**src/rtl/i2c_bit_driver_pkg.sv**
```systemverilog
// Command encodings, phase indices and per-command SCL/SDA phase patterns
// shared by the I2C bit driver and its quarter-phase divider.
package i2c_bit_driver_pkg;

    typedef enum logic [2:0] {
        CMD_IDLE  = 3'd0,
        CMD_START = 3'd1,
        CMD_STOP  = 3'd2,
        CMD_BIT0  = 3'd3,
        CMD_BIT1  = 3'd4,
        CMD_RBIT  = 3'd5,
        CMD_WAIT  = 3'd6,
        CMD_RSVD  = 3'd7
    } cmd_e;

    typedef enum logic {
        ST_READY = 1'b0,
        ST_RUN   = 1'b1
    } state_e;

    typedef logic [1:0] phase_t;

    localparam phase_t PH_FIRST  = 2'd0;
    localparam phase_t PH_SAMPLE = 2'd2;
    localparam phase_t PH_LAST   = 2'd3;

    // Line levels, 1 = released.
    typedef struct packed {
        logic scl;
        logic sda;
    } lines_t;

    // Bit p of each mask is the released level during phase p.
    localparam logic [3:0] START_SCL = 4'b0111;
    localparam logic [3:0] START_SDA = 4'b0011;
    localparam logic [3:0] BIT_SCL   = 4'b0110;
    localparam logic [3:0] STOP_SCL  = 4'b1110;
    localparam logic [3:0] STOP_SDA  = 4'b1100;

    function automatic logic is_exec_cmd(input cmd_e c);
        logic r;
        case (c)
            CMD_START, CMD_STOP, CMD_BIT0, CMD_BIT1, CMD_RBIT: r = 1'b1;
            default:                                          r = 1'b0;
        endcase
        return r;
    endfunction

    function automatic lines_t phase_lines(input cmd_e c, input phase_t p);
        lines_t l;
        l.scl = 1'b1;
        l.sda = 1'b1;
        case (c)
            CMD_START: begin
                l.scl = START_SCL[p];
                l.sda = START_SDA[p];
            end
            CMD_BIT0: begin
                l.scl = BIT_SCL[p];
                l.sda = 1'b0;
            end
            CMD_BIT1, CMD_RBIT: begin
                l.scl = BIT_SCL[p];
                l.sda = 1'b1;
            end
            CMD_STOP: begin
                l.scl = STOP_SCL[p];
                l.sda = STOP_SDA[p];
            end
            default: ;
        endcase
        return l;
    endfunction

endpackage

```
**src/rtl/i2c_bit_driver_quarter_tick.sv**
```systemverilog
// Quarter-bit divider: counts 0..CLK_DIV-1 while running, freezes on hold,
// and restarts from zero when a new command is accepted.
module i2c_quarter_tick #(
    parameter int unsigned CLK_DIV = 125
) (
    input  logic clk,
    input  logic reset,
    input  logic run,
    input  logic restart,
    input  logic hold,
    output logic tick,
    output logic tick_next
);

    localparam int unsigned CW = (CLK_DIV > 1) ? $clog2(CLK_DIV) : 1;
    localparam logic [CW-1:0] TERM = CW'(CLK_DIV - 1);

    logic [CW-1:0] cnt_q;
    logic [CW-1:0] cnt_d;

    // The terminal count always completes, so a stretch seen in the last
    // cycle of a phase cannot retract an already-announced phase end.
    always_comb begin
        cnt_d = cnt_q;
        if (restart || !run) begin
            cnt_d = '0;
        end else if (cnt_q == TERM) begin
            cnt_d = '0;
        end else if (!hold) begin
            cnt_d = cnt_q + CW'(1);
        end
    end

    always_ff @(posedge clk or posedge reset) begin
        if (reset) begin
            cnt_q <= '0;
        end else begin
            cnt_q <= cnt_d;
        end
    end

    assign tick      = run && (cnt_q == TERM);
    assign tick_next = run && (cnt_d == TERM);

endmodule

```
**src/rtl/i2c_bit_driver.sv**
```systemverilog
// Converts one transaction-generator command into four timed quarter-phases
// on open-drain SCL/SDA enables, sampling SDA for read/ACK bits.
module i2c_bit_driver
    import i2c_bit_driver_pkg::*;
#(
    parameter int unsigned CLK_DIV    = 125,
    parameter bit          STRETCH_EN = 1'b1
) (
    input  logic       clk,
    input  logic       reset,
    input  logic [2:0] command,
    output logic       bitready,
    output logic       busy,
    output logic       rdata,
    output logic       nack,
    output logic       scl_oe,
    output logic       sda_oe,
    input  logic       scl_in,
    input  logic       sda_in
);

    state_e state_q, state_d;
    phase_t phase_q, phase_d;
    cmd_e   cmd_q,   cmd_d;
    logic   scl_oe_q, scl_oe_d;
    logic   sda_oe_q, sda_oe_d;
    logic   bitready_q, bitready_d;
    logic   busy_q, busy_d;
    logic   rdata_q, rdata_d;
    logic   nack_q, nack_d;

    cmd_e   cmd_in;
    logic   accept;
    logic   running;
    logic   hold;
    logic   tick;
    logic   tick_next;
    lines_t cur_lines;
    lines_t first_lines;
    lines_t next_lines;

    assign cmd_in      = cmd_e'(command);
    assign running     = (state_q == ST_RUN);
    assign accept      = (state_q == ST_READY) && is_exec_cmd(cmd_in);
    assign cur_lines   = phase_lines(cmd_q, phase_q);
    assign first_lines = phase_lines(cmd_in, PH_FIRST);
    assign next_lines  = phase_lines(cmd_q, phase_t'(phase_q + phase_t'(1)));

    // A slave may only stretch while we have SCL released.
    assign hold = STRETCH_EN && running && cur_lines.scl && !scl_in;

    i2c_quarter_tick #(
        .CLK_DIV(CLK_DIV)
    ) u_tick (
        .clk       (clk),
        .reset     (reset),
        .run       (running),
        .restart   (accept),
        .hold      (hold),
        .tick      (tick),
        .tick_next (tick_next)
    );

    always_comb begin
        state_d    = state_q;
        phase_d    = phase_q;
        cmd_d      = cmd_q;
        scl_oe_d   = scl_oe_q;
        sda_oe_d   = sda_oe_q;
        bitready_d = 1'b0;
        busy_d     = busy_q;
        rdata_d    = rdata_q;
        nack_d     = nack_q;

        case (state_q)
            ST_READY: begin
                if (accept) begin
                    state_d  = ST_RUN;
                    phase_d  = PH_FIRST;
                    cmd_d    = cmd_in;
                    busy_d   = 1'b1;
                    scl_oe_d = ~first_lines.scl;
                    sda_oe_d = ~first_lines.sda;
                    if (cmd_in == CMD_START) begin
                        nack_d = 1'b0;
                    end
                end
            end
            ST_RUN: begin
                if (tick) begin
                    if (phase_q == PH_LAST) begin
                        state_d = ST_READY;
                        busy_d  = 1'b0;
                    end else begin
                        phase_d  = phase_t'(phase_q + phase_t'(1));
                        scl_oe_d = ~next_lines.scl;
                        sda_oe_d = ~next_lines.sda;
                    end
                end
                // Registered pulse lands on the final cycle of phase 3.
                if ((phase_q == PH_LAST) && tick_next) begin
                    bitready_d = 1'b1;
                end
                if ((cmd_q == CMD_RBIT) && (phase_q == PH_SAMPLE) && tick) begin
                    rdata_d = sda_in;
                    if (sda_in) begin
                        nack_d = 1'b1;
                    end
                end
            end
            default: state_d = ST_READY;
        endcase
    end

    always_ff @(posedge clk or posedge reset) begin
        if (reset) begin
            state_q    <= ST_READY;
            phase_q    <= '0;
            cmd_q      <= CMD_IDLE;
            scl_oe_q   <= 1'b0;
            sda_oe_q   <= 1'b0;
            bitready_q <= 1'b0;
            busy_q     <= 1'b0;
            rdata_q    <= 1'b0;
            nack_q     <= 1'b0;
        end else begin
            state_q    <= state_d;
            phase_q    <= phase_d;
            cmd_q      <= cmd_d;
            scl_oe_q   <= scl_oe_d;
            sda_oe_q   <= sda_oe_d;
            bitready_q <= bitready_d;
            busy_q     <= busy_d;
            rdata_q    <= rdata_d;
            nack_q     <= nack_d;
        end
    end

    assign scl_oe   = scl_oe_q;
    assign sda_oe   = sda_oe_q;
    assign bitready = bitready_q;
    assign busy     = busy_q;
    assign rdata    = rdata_q;
    assign nack     = nack_q;

endmodule

```
**config.mk**
```make
export PLATFORM = sky130hd
export DESIGN_NAME = i2c_bit_driver
export DESIGN_NICKNAME = d
export VERILOG_FILES = /design/src/rtl/i2c_bit_driver_pkg.sv /design/src/rtl/i2c_bit_driver_quarter_tick.sv /design/src/rtl/i2c_bit_driver.sv
export SDC_FILE = /design/constraint.sdc
export NUM_CORES = 1
export LEC_CHECK = 0
export CAP_MARGIN = 0
export CORE_UTILIZATION = 55
export CTS_CLUSTER_SIZE = 40
export DETAILED_ROUTE_END_ITERATION = 7
export PLACE_DENSITY_LB_ADDON = 0.12
export RECOVER_POWER = 25
export SYNTH_ARGS = -nofsm -noshare
export SYNTH_HDL_FRONTEND = slang
export SYNTH_SLANG_ARGS = --single-unit
export TNS_END_PERCENT = 100
```
**constraint.sdc**
```tcl
create_clock -name clk -period 2.75 [get_ports clk]
set_input_delay 0.6875 -clock clk [delete_from_list [all_inputs] [get_ports clk]]
set_output_delay 0.6875 -clock clk [all_outputs]
set_load 0.005 [all_outputs]
```
Word level (Yosys, flattened, before mapping)

Cells that the tools add are included.

Register bits: 19
Latch bits: 0
RAM bits: 0
ROM bits: 0
Output and inout bits: 6
Word-level logic and storage cells: 114
Memories kept: 0

$add $sub $neg: 2
Multiply operators: 0
Div/mod/pow operators: 0
Order comparisons: 2
Equal/unequal tests: 21
Shift operators: 0
Mux-type cells: 54
Bitwise operators: 5
Reductions and logical operators: 20

Operators by type and width:

| operator                                                                     | count |
|---|---|
| 1-bit two-way mux                                                            | 29 |
| 7-bit two-way mux                                                            | 3 |
| 1-bit binary-select mux with 2-bit select                                    | 10 |
| 2-bit case mux with 4 select lines                                           | 2 |
| 7-bit == test, second input constant                                         | 2 |
| 3-bit by 2-bit == test with 1-bit output, second input constant              | 4 |
| 3-bit == test, second input constant                                         | 4 |
| 2-bit by 1-bit inequality test with 1-bit output, second input constant      | 5 |
| 1-bit case mux with 2 select lines                                           | 5 |
| 1-bit logical AND                                                            | 8 |
| 2-bit case mux with 2 select lines                                           | 2 |
| 7-bit by 1-bit adder with 7-bit output, second input constant                | 1 |
| 3-bit by 1-bit == test with 1-bit output, second input constant              | 2 |
| 2-bit by 3-bit less-than comparator with 1-bit output, second input constant | 2 |
| 2-bit two-way mux                                                            | 3 |
| 3-bit AND reduction                                                          | 2 |
| 2-bit OR reduction                                                           | 3 |
| 1-bit NOT                                                                    | 5 |
| 5-bit OR reduction                                                           | 1 |
| 2-bit == test, second input constant                                         | 2 |
| 2-bit inequality test, second input constant                                 | 2 |
| 2-bit AND reduction                                                          | 2 |
| 4-bit AND reduction                                                          | 1 |
| 2-bit by 1-bit adder with 2-bit output, second input constant                | 1 |
| 2 further kinds                                                              | 3 |

Longest topological paths before layout

Depth after elaboration: 13
Gate-level depth with buffers: 9
Depth with buffers taken out: 8

Cells and area by module

Synthesis repeated with hierarchy kept, for this count alone.

Cell total of the unflattened synthesis: 122
Area, all modules: 1181.1 um2

Modules (own cells, without submodules):

| module           | instances | cells each | area an instance (um2) | sequential area each (um2) |
|---|---|---|---|---|
| i2c_bit_driver   | 1         | 70         | 689.4                  | 300.3 |
| i2c_quarter_tick | 1         | 52         | 491.7                  | 175.2 |

Least setup slack after synthesis

Ideal clock, no wire load.

Path type: register to register
From: register phase_q[0]
To: register bitready_q, in the netlist bitready
Library setup time: 0.095 ns
Arrival time: 1.896 ns
Slack: 0.758 ns
Stages on the path, launching flop included: 9
Period minus slack after synthesis: 1.992 ns
Cells stage by stage: dfrtp_1 -> inv_1 -> ha_1 -> and2b_1 -> o21ai_2 -> a31oi_1 -> mux2_1 -> nor2_1 -> nor4b_2

Longest elaborated chain between the ends: 13
Elaborated cells on any way between the ends: 18

RTL lines:

| what                                                                | line                              | source |
|---|---|---|
| from (decl)                                                         | i2c_bit_driver.sv:23              | `phase_t phase_q, phase_d;` |
| from (signal assigned)                                              | i2c_bit_driver.sv:128             | `phase_q <= phase_d;` |
| 1-bit binary-select mux with 2-bit select, on equally long branches | -                                 |  |
| 1-bit two-way mux, on equally long branches                         | -                                 |  |
| 2-bit case mux with 4 select lines (*)                              | i2c_bit_driver_pkg.sv:53          | `case (c)` |
| 1-bit logical AND (*) (2 in series)                                 | i2c_bit_driver.sv:50              | `assign hold = STRETCH_EN && running && cur_lines.scl && !scl_in;` |
| 7-bit two-way mux (*)                                               | i2c_bit_driver_quarter_tick.sv:29 | `end else if (!hold) begin` |
| 7-bit two-way mux (*)                                               | i2c_bit_driver_quarter_tick.sv:27 | `end else if (cnt_q == TERM) begin` |
| 7-bit two-way mux (*)                                               | i2c_bit_driver_quarter_tick.sv:25 | `if (restart \|\| !run) begin` |
| net u_tick.cnt_d[3]                                                 | i2c_bit_driver_quarter_tick.sv:19 | `logic [CW-1:0] cnt_d;` |
| 7-bit == test (*)                                                   | i2c_bit_driver_quarter_tick.sv:43 | `assign tick_next = run && (cnt_d == TERM);` |
| 1-bit logical AND (*)                                               | i2c_bit_driver_quarter_tick.sv:43 |  |
| 1-bit logical AND (*)                                               | i2c_bit_driver.sv:101             | `if ((phase_q == PH_LAST) && tick_next) begin` |
| 1-bit two-way mux (*)                                               | i2c_bit_driver.sv:101             |  |
| 1-bit two-way mux (*)                                               | i2c_bit_driver.sv:75              | `case (state_q)` |
| net bitready_d                                                      | i2c_bit_driver.sv:27              | `logic bitready_q, bitready_d;` |
| to (signal assigned)                                                | i2c_bit_driver.sv:132             | `bitready_q <= bitready_d;` |
| to (decl)                                                           | i2c_bit_driver.sv:27              |  |

Mark *: on every way through the listed nets, which the timed path passes. The rest lies on a longest branch. The select of a mux whose other input is x is not followed.
A chain may end at the register's enable or synchronous reset.

Worst setup path after layout

Same ends and word-level chain as after synthesis.

==> impl_metrics.env <==
export IMPL_yosys_area_top_type_share=0.4034
export IMPL_end_kind="flip-flop"
export IMPL_final_seq_area_um2=475.5
export IMPL_synth_edf_count=0
export IMPL_syn_num_nets=141
export IMPL_grt_pass1_wl_um=3726
export IMPL_hold_viol=0
export IMPL_syn_mean_instance_area_um2=9.208
export IMPL_drt_total_wl_um=2363
export IMPL_synth_common_cells="19 x dfrtp_1, 14 x nor2_1, 13 x nand2_1"
export IMPL_slew_headroom=0.5140
export IMPL_layout_drive_gt1_share=0.09929
export IMPL_seqPwrFrac=0.492
export IMPL_clockPowerShare=0.161
export IMPL_grt_setup_unrepaired="no"
export IMPL_drv_cap=0
export IMPL_p_total_mw=0.8728
export IMPL_drtIter0Drc=42
export IMPL_hpwl_um=1753
export IMPL_top_usage_layer="met2"
export IMPL_areaGrowthSynthToFinish_pct=13.80
export IMPL_cts_setup_buffers=0
export IMPL_portBuffers=12
export IMPL_min_path_type="reg -> reg"
export IMPL_critPathArrivalTime_ns=2.48
export IMPL_die_x_um=48.29
export IMPL_drc=0
export IMPL_ctsHoldBuffers=0
export IMPL_yosys_area_share_simple=0.2452
export IMPL_cp_start_kind="flip-flop"
export IMPL_ctsResizeCount=0
export IMPL_synth_top_family_by_area="simple AND/OR/NAND/NOR gates"
export IMPL_status="finished, final reports clean"
export IMPL_intPower_mw=0.5351
export IMPL_grt_total_usage=0.2333
export IMPL_viasPerCell=5.815
export IMPL_synth_area_mux_share=0.03715
export IMPL_synth_top_cell_by_area="dfrtp_1"
export IMPL_clk_path_buf_depth=2
export IMPL_cts_tree="yes"
export IMPL_die_h_um=48.29
export IMPL_path_class="reg -> reg"
export IMPL_period_share=0.8282
export IMPL_p_comb_frac=0.347
export IMPL_start_util=0.5947
export IMPL_dieArea_mm2=0.002332
export IMPL_grt_max_degree=20
export IMPL_cts_buffers=3
export IMPL_setup_tns_ns=0
export IMPL_ios=13
export IMPL_fin_nets=155
export IMPL_place_gp_congestion=0.8192
export IMPL_fmax_ghz=0.4391
export IMPL_cp_max_fo=5
export IMPL_met1_usage=0.2988
export IMPL_grt_ovfl_total=0
export IMPL_yosysSeqAreaShare=0.4034
export IMPL_setup_viol=0
export IMPL_yosys_warnings=0
export IMPL_synth_xor_area_frac=0.02972
export IMPL_synth_cell_type_count=43
export IMPL_htree_levels=1
export IMPL_worst_pin_slew_ns=0.7281
export IMPL_syn_area_mm2=0.001179
export IMPL_core_area_mm2=0.001982
export IMPL_synth_area_leaders="dfrtp_1 40%, ha_1 6.4%, nor2_1 4.5%, nand2_1 4.1%, inv_1 3.2%"
export IMPL_rows=16
export IMPL_fin_crit_ns=2.277
export IMPL_num_fill_cells=159
export IMPL_drtPass1Iterations=4
export IMPL_synthAdderAreaFrac=0.06369
export IMPL_drt_wirelength_per_cell_um=14.07
export IMPL_antenna_found_initial=0
export IMPL_clock_sinks=19
export IMPL_finClkSkew_ns=0.004546
export IMPL_path_clk_slew_ns=0.11
export IMPL_syn_inst=128
export IMPL_p_leak_nw=0.6078
export IMPL_p_switching_mw=0.3377
export IMPL_gr_usage_met2=0.4027
export IMPL_n_antenna_cell=0
export IMPL_grt_pass1_vias=854
export IMPL_vias=977
export IMPL_async_flop_share=1.000
export IMPL_grtUsageMet3=0.03704
export IMPL_powerDensity_mw_per_mm2=650.7
export IMPL_ant_nets=0
export IMPL_synth_most_common_cell="dfrtp_1"
export IMPL_cts_root_buf="clkbuf_4"
export IMPL_synth_main_ff_cell="dfrtp_1"
export IMPL_drv_slew=0
export IMPL_swShare=0.3869
export IMPL_clock_latency_ns=0.29
export IMPL_peakVddDrop_mv=0.4056
export IMPL_multi_input_area_um2=640.6
export IMPL_critical_path_required_ns=2.95
export IMPL_synth_seq_cells=19
export IMPL_synth_compound_area_frac=0.1677
## power by group through the flow
stage               Clock [mW]  Sequential (mW)  Combinational [mW]
floorplan                    0            0.405               0.258
global placement             0            0.431               0.290
detailed placement           0            0.435               0.303
CTS                      0.146            0.429               0.305
global route             0.155            0.440               0.348
finish                   0.140            0.430               0.303
## stage by stage
step	area (um^2)	utilization	hold WS (ns)	std cells	setup slack, ns
after floorplan	1179	-	0.4954	128	0.7585
after global placement	1315	0.6635	0.4938	164	0.5033
after detailed placement	1315	0.6635	0.4943	164	0.4387
after CTS	1341	0.6768	0.5222	168	0.4723
after global routing	1341	0.6768	0.5638	168	0.3316
final	1341	0.6768	0.5152	168	0.4726
## area by class of cell
cell class,instances,share of cell area
clock buffer,4,0.01959
multi-input combinational,95,0.4776
inverter,10,0.02798
tap,27,0.02519
sequential,19,0.3545
timing repair buffer,13,0.09515
## sequential cells by signal (all words and copies together) (netlist names)
register and count:
sda_oe 1, busy 1, bitready 1, phase_q 2, running 1, nack 1
rdata 1, u_tick.cnt_q 7, scl_oe 1, cmd_q 3
## final timing paths
check	from	endpoint	slack, ns	depth (start not counted)
max	phase_q[0]	bitready	0.47	8
min	nack	nack	0.52	2
max reg2reg	phase_q[0]	bitready	0.47	8
min reg2reg	nack	nack	0.52	2
max in group asynchronous	reset	u_tick.cnt_q[6]	1.35	2
min in group asynchronous	reset	u_tick.cnt_q[5]	0.95	2
## cells in the final DEF, fill, tap and decap left out, drive strengths merged, types with 2 or more instances in the layout
cell type      count
and2b              2
nand4              4
or3                2
o21ai              9
xnor2              2
clkdlybuf4s50     11
o2111ai            2
a21oi              8
dfrtp             19
xor2               2
nand2             13
nand3              5
nor2b              2
a31oi              2
mux2               3
clkbuf             4
inv               10
nor2              14
ha                 6
nor3               3
## cell families after synthesis
group	count (synthesis)
DFF	19
and+or+nand+nor	52
adders and majority gates	6
buffers and inverters	14
AOI/OAI and AO/OA	29
xor gates and xnor gates	4
muxes	4
## critical path, cell delays in order, from the launching register on
cell and delay, ns:
dfrtp_1 0.46, inv_1 0.09, ha_1 0.38, and2b_1 0.23
o21ai_2 0.07, a31oi_1 0.25, mux2_1 0.35, nor2_1 0.14
nor4b_2 0.22
## layer usage
| metal | wire length [um] | vias to the layer above | part of all wire |
|---|---|---|---|
| li1 | - | 481 | - |
| met1 | 1072 | 466 | 0.45 |
| met2 | 1175 | 26 | 0.50 |
| met3 | 89 | 4 | 0.038 |
| met4 | 25 | 0 | 0.011 |
| met5 | 0 | - | 0 |
Note: power is estimated with default switching activity, not from simulation.
